--- src/rtl/req_onehot_arbiter.sv ---
// req_onehot_arbiter
// Captures rising edges on eight request lines into a pending bitmap and
// issues one-hot grants from it in round-robin order starting at ptr.
// A grant is held until acknowledged; an IDLE cycle always separates grants.
//
// Handshake: grant/grant_valid are registered. While grant_valid=1 the grant
// is held stable; the consumer completes it by holding grant_ack=1 at a rising
// edge. grant_ack is ignored while grant_valid=0.
module req_onehot_arbiter (
    input  logic       clk,
    input  logic       rst,
    input  logic       enable,
    input  logic [7:0] req,
    input  logic       grant_ack,
    output logic [7:0] grant,
    output logic       grant_valid,
    output logic [7:0] pending,
    output logic       overflow,
    output logic       dbg_state
);

    typedef enum logic {
        IDLE  = 1'b0,
        GRANT = 1'b1
    } state_t;

    state_t     state;
    logic [7:0] req_q;
    logic [2:0] ptr;

    logic [7:0] evt;
    logic [7:0] clr;
    logic [7:0] pending_nxt;
    logic       lost;
    logic       sel_found;
    logic [2:0] sel_idx;
    logic [2:0] scan_idx;
    logic [2:0] granted_idx;

    // 1 while a grant is live.
    assign dbg_state = (state == GRANT);

    // Request edge detection and pending-bit bookkeeping; a new edge beats an ack-clear.
    always_comb begin
        evt         = req & ~req_q;
        clr         = (state == GRANT && grant_ack) ? grant : 8'h00;
        lost        = |(evt & pending & ~clr);
        pending_nxt = (pending & ~clr) | evt;
    end

    // Round-robin search: first set pending bit at ptr, ptr+1, ... with wrap.
    always_comb begin
        sel_found = 1'b0;
        sel_idx   = 3'd0;
        scan_idx  = 3'd0;
        for (int i = 0; i < 8; i++) begin
            scan_idx = ptr + 3'(i);
            if (!sel_found && pending[scan_idx]) begin
                sel_found = 1'b1;
                sel_idx   = scan_idx;
            end
        end
    end

    // Index of the currently granted bit (grant is one-hot or zero).
    always_comb begin
        granted_idx = 3'd0;
        for (int i = 0; i < 8; i++) begin
            if (grant[i]) begin
                granted_idx = 3'(i);
            end
        end
    end

    // State, grant registers, pending bitmap, sticky overflow and rotation pointer.
    always_ff @(posedge clk) begin
        if (rst) begin
            state       <= IDLE;
            grant       <= 8'h00;
            grant_valid <= 1'b0;
            pending     <= 8'h00;
            overflow    <= 1'b0;
            ptr         <= 3'd0;
            req_q       <= 8'h00;
        end else begin
            req_q   <= req;
            pending <= pending_nxt;
            if (lost) begin
                overflow <= 1'b1;
            end
            case (state)
                IDLE: begin
                    if (enable && sel_found) begin
                        grant       <= 8'h01 << sel_idx;
                        grant_valid <= 1'b1;
                        state       <= GRANT;
                    end else begin
                        grant       <= 8'h00;
                        grant_valid <= 1'b0;
                    end
                end
                GRANT: begin
                    if (grant_ack) begin
                        ptr         <= granted_idx + 3'd1;
                        grant       <= 8'h00;
                        grant_valid <= 1'b0;
                        state       <= IDLE;
                    end
                end
                default: begin
                    state       <= IDLE;
                    grant       <= 8'h00;
                    grant_valid <= 1'b0;
                end
            endcase
        end
    end

endmodule

--- config.mk ---
export PLATFORM = sky130hd
export DESIGN_NAME = req_onehot_arbiter
export DESIGN_NICKNAME = d
export VERILOG_FILES = /design/src/rtl/req_onehot_arbiter.sv
export SDC_FILE = /design/constraint.sdc
export NUM_CORES = 1
export LEC_CHECK = 0
export BUFFER_PORTS_ARGS = -buffer_cell sky130_fd_sc_hd__buf_2
export CORE_MARGIN = 1.5
export CORE_UTILIZATION = 40
export CTS_CLUSTER_DIAMETER = 80
export DETAILED_ROUTE_END_ITERATION = 7
export PLACE_DENSITY = 0.72
export SETUP_SLACK_MARGIN = 0.4
export SLEW_MARGIN = 20
export SYNTH_ARGS = -nofsm -noshare
export SYNTH_HDL_FRONTEND = slang
export SYNTH_SLANG_ARGS = --single-unit
--- constraint.sdc ---
create_clock -name clk -period 3.4 [get_ports clk]
set_input_delay 0.34 -clock clk [delete_from_list [all_inputs] [get_ports clk]]
set_output_delay 0.34 -clock clk [all_outputs]
set_load 0.005 [all_outputs]
==> flow_summary_export.csv <==
group,metric,value,unit
critical_path,r2r-start,"ptr[1]",
timing,slew_headroom,0.6256,
floorplan,pin_count,31,
cells_and_area,commonest_cells_after_routing_fill_and_taps_aside,"nand2_1, buf_2, dfxtp_1",
timing,setup_violations,0,
synth,syn_avg_cell_area,8.338,µm²
critical_path,worst_setup_path_start_kind,"flop",
job,cap_viol_max_count,0,
power_and_ir_drop,vdd_drop_max,405.2,µV
critical_path,cp_required,3.58,ns
detailed_routing,iteration_count_of_the_initial_detailed_routing_pass,4,
floorplan,floorplan.die.height,77.33,µm
clocking,clock_path_buffers,2,
timing,finalMaxSlewViolations,0,
power_and_ir_drop,total_leakage_power,1.022,nW
hold_path,hold-path-cell-count,2,
detailed_routing,post_drt_wl_per_cell,16.06,µm
critical_path,path_class,"flop to flop",
synth,netlist_instances,265,
detailed_routing,postRouteWirelength,5.878,mm
grt,initial_antenna_violation_count,0,
floorplan,initial_utilization,0.4245,
detailed_routing,drt_drc_violations_left,0,
synth,synth.cell_area,0.002210,mm²
critical_path,worst-path-max-fanout,7,
detailed_routing,postRouteAntennaNets,0,
grt,grt_remaining_overflow,0,
placed_design,gp_congestion,0.8483,
hold_path,min-delay-start,"req[1]",
cells_and_area,fillerInstances,489,
placed_design,post-dp-hpwl,4.162,mm
timing,unrepaired_setup_endpoints_after_global_routing,"true",
clocking,worst_skew_pair.late_latency,0.27,ns
synth,synth-seq-area-share,0.2718,
cells_and_area,area_growth_syn_to_layout,19.31,%
placed_design,quantity_of_i_o_buffers_inserted_on_ports,30,
critical_path,worstRegToRegCells,9,
hold_path,min-delay-path-class,"primary input to flop",
timing,finalClockSkew,0.005091,ns
grt,first_pass_grt_wire_length,9.528,mm
floorplan,core-area,0.005205,mm²
timing,setup_tns,0,ns
cells_and_area,most_common_cell_after_layout_fill_and_taps_aside,"nand2_1",
synth,ys_warn_count,0,
cells_and_area,diode_insertion_count_for_antenna_repair,0,
clocking,tritoncts_clock_tree,"built",
outcome,outcome,"finished clean",
synth,flip_flop_and_latch_count_after_synthesis,30,
timing,final-hold-violation-count,0,
timing,final_period_util,0.8918,
timing,max_freq,0.3298,GHz
critical_path,reg2reg_setup_slack,0.37,ns
floorplan,fp.dieW,77.33,µm
cells_and_area,num-nets-final,311,
floorplan,floorplan.die_area,0.005979,mm²
synth,netlist-cell-type-count,52,
synth,synth-edff-count,0,
synth,synth_ff_type,"dfxtp_1",
synth,synthesis.nets,280,
timing,final_period_minus_worst_setup_slack,3.032,ns
detailed_routing,viasPerCell,5.926,
detailed_routing,route.vias.total,2169,
clocking,ctsRootBufferMaster,"clkbuf_8",
grt,number_of_global_route_vias_before_repair,1959,
clocking,cts.clk_slew.worst_paths,0.06,ns
critical_path,worst_r2r_endpoint,"grant[1]",
clocking,tritoncts.num_buffers,5,
power_and_ir_drop,finalPower,1.119,mW
cells_and_area,post_route_cells_drive_above_1_share,0.3074,
critical_path,cp_data_arrival_time,3.21,ns
synth,share_of_synthesized_flip_flops_with_an_asynchronous_set_or_reset,0,
detailed_routing,detail_route.iter0.violations,230,
clocking,holdBufCountCts,0,
grt,globalRouteTotalUtil,0.1960,
clocking,cts-htree-levels,2,
critical_path,critPathLaunch,"ptr[1]",
hold_path,holdPathEnd,"req_q[1]",
power_and_ir_drop,cellPowerDensity,424.5,mW/mm²
grt,pin_count_of_the_biggest_net_entering_global_routing,25,
clocking,cts_sinks,30,
critical_path,worstSetupEndpointType,"flop",
floorplan,num_rows,26,
timing,tightest_slew,0.5608,ns
-- cells by family (layout without fill, tap and decap cells) --
kind of cell / after synthesis / after routing / share of synthesized area
flops: 30 / 30 / 0.2718
fa+ha+maj: 3 / 3 / 0.01699
mux: 24 / 24 / 0.1727
buf+inv: 25 / 56 / 0.05323
compound gates: 80 / 80 / 0.2429
simple gates: 99 / 99 / 0.2265
xor+xnor: 4 / 4 / 0.01586
-- layer usage --
layer  track usage  part of all wire
met5             0                 0
met4       0.05636             0.024
met3       0.02738             0.062
met2        0.3254              0.48
met1        0.2635              0.44
-- cells in the mapped netlist, types with 3 or more instances --
library cell	instances	share of area
a21oi_1	21	0.048
mux2i_1	3	0.014
nor2_1	19	0.032
mux4_2	10	0.10
o31ai_1	6	0.020
o41ai_1	5	0.020
o22ai_1	8	0.023
o21a_1	5	0.017
nor4_1	3	0.0085
a31oi_1	4	0.011
buf_2	7	0.016
dfxtp_1	30	0.27
xnor2_1	3	0.012
o21ai_0	11	0.025
mux2_2	10	0.051
inv_1	8	0.014
nor2b_1	11	0.031
ha_1	3	0.017
nand2_1	35	0.059
nor3_1	3	0.0068
nand2b_1	15	0.042
clkbuf_1	7	0.012
and2_1	4	0.011
-- critical path, stage by stage (launching register included) --
cell	delay (ns)
dfxtp_2	0.33
inv_2	0.06
ha_4	0.33
mux2_4	0.32
mux4_2	0.49
o22a_1	0.27
or3_1	0.39
o211a_2	0.15
or3_4	0.38
o41ai_2	0.21
-- registers in the layout, summed over array words and instances (netlist names) --
signal and flops:
overflow 1, ptr 3, dbg_state 1, pending 8, grant_valid 1, req_q 8, grant 8
-- worst max-delay path by stage --
stage	to	slack, ns	cells after the start
finish	grant[1]	0.37	9
global route	grant[1]	0.31	9
CTS	grant[1]	0.36	10
detailed placement	grant[1]	0.27	9
global placement	grant[7]	0.32	9
floorplan	grant[1]	0.22	11
-- metrics by stage --
step	area [µm²]	hold slack (ns)	util	worst slack [ns]	cells
after floorplan	2301	0.4116	-	0.2185	265
after global placement	2451	0.4820	0.4709	0.3170	352
after detailed placement	2451	0.4904	0.4709	0.2658	352
after CTS	2562	0.2870	0.4923	0.3629	362
after global routing	2636	0.2914	0.5065	0.3053	366
final	2636	0.2873	0.5065	0.3677	366
-- repair_timing --
item                                    CTS  global route
setup buffers                             3             4
endpoints found under the setup margin    8             8
hold endpoints to repair                  0             0
pin swaps                                 2             6
resized for setup                         2            11
-- where the power goes --
group	internal, mW	switching (mW)	total, mW
Combinational	0.204	0.238	0.443
Sequential	0.377	0.0376	0.414
Clock	0.137	0.125	0.262
Total	0.718	0.401	1.12
-- cell type report --
class,count,area (µm²),area share
multi-input cells,210,1598,0.6061
flip-flops and latches,30,603.1,0.2288
repair buffers,41,236.5,0.08970
well taps,70,87.58,0.03322
clock buffers,5,68.82,0.02610
inverters,8,32.53,0.01234
clock inverters,2,10.01,0.003797
(Power assumes the default switching activity.)
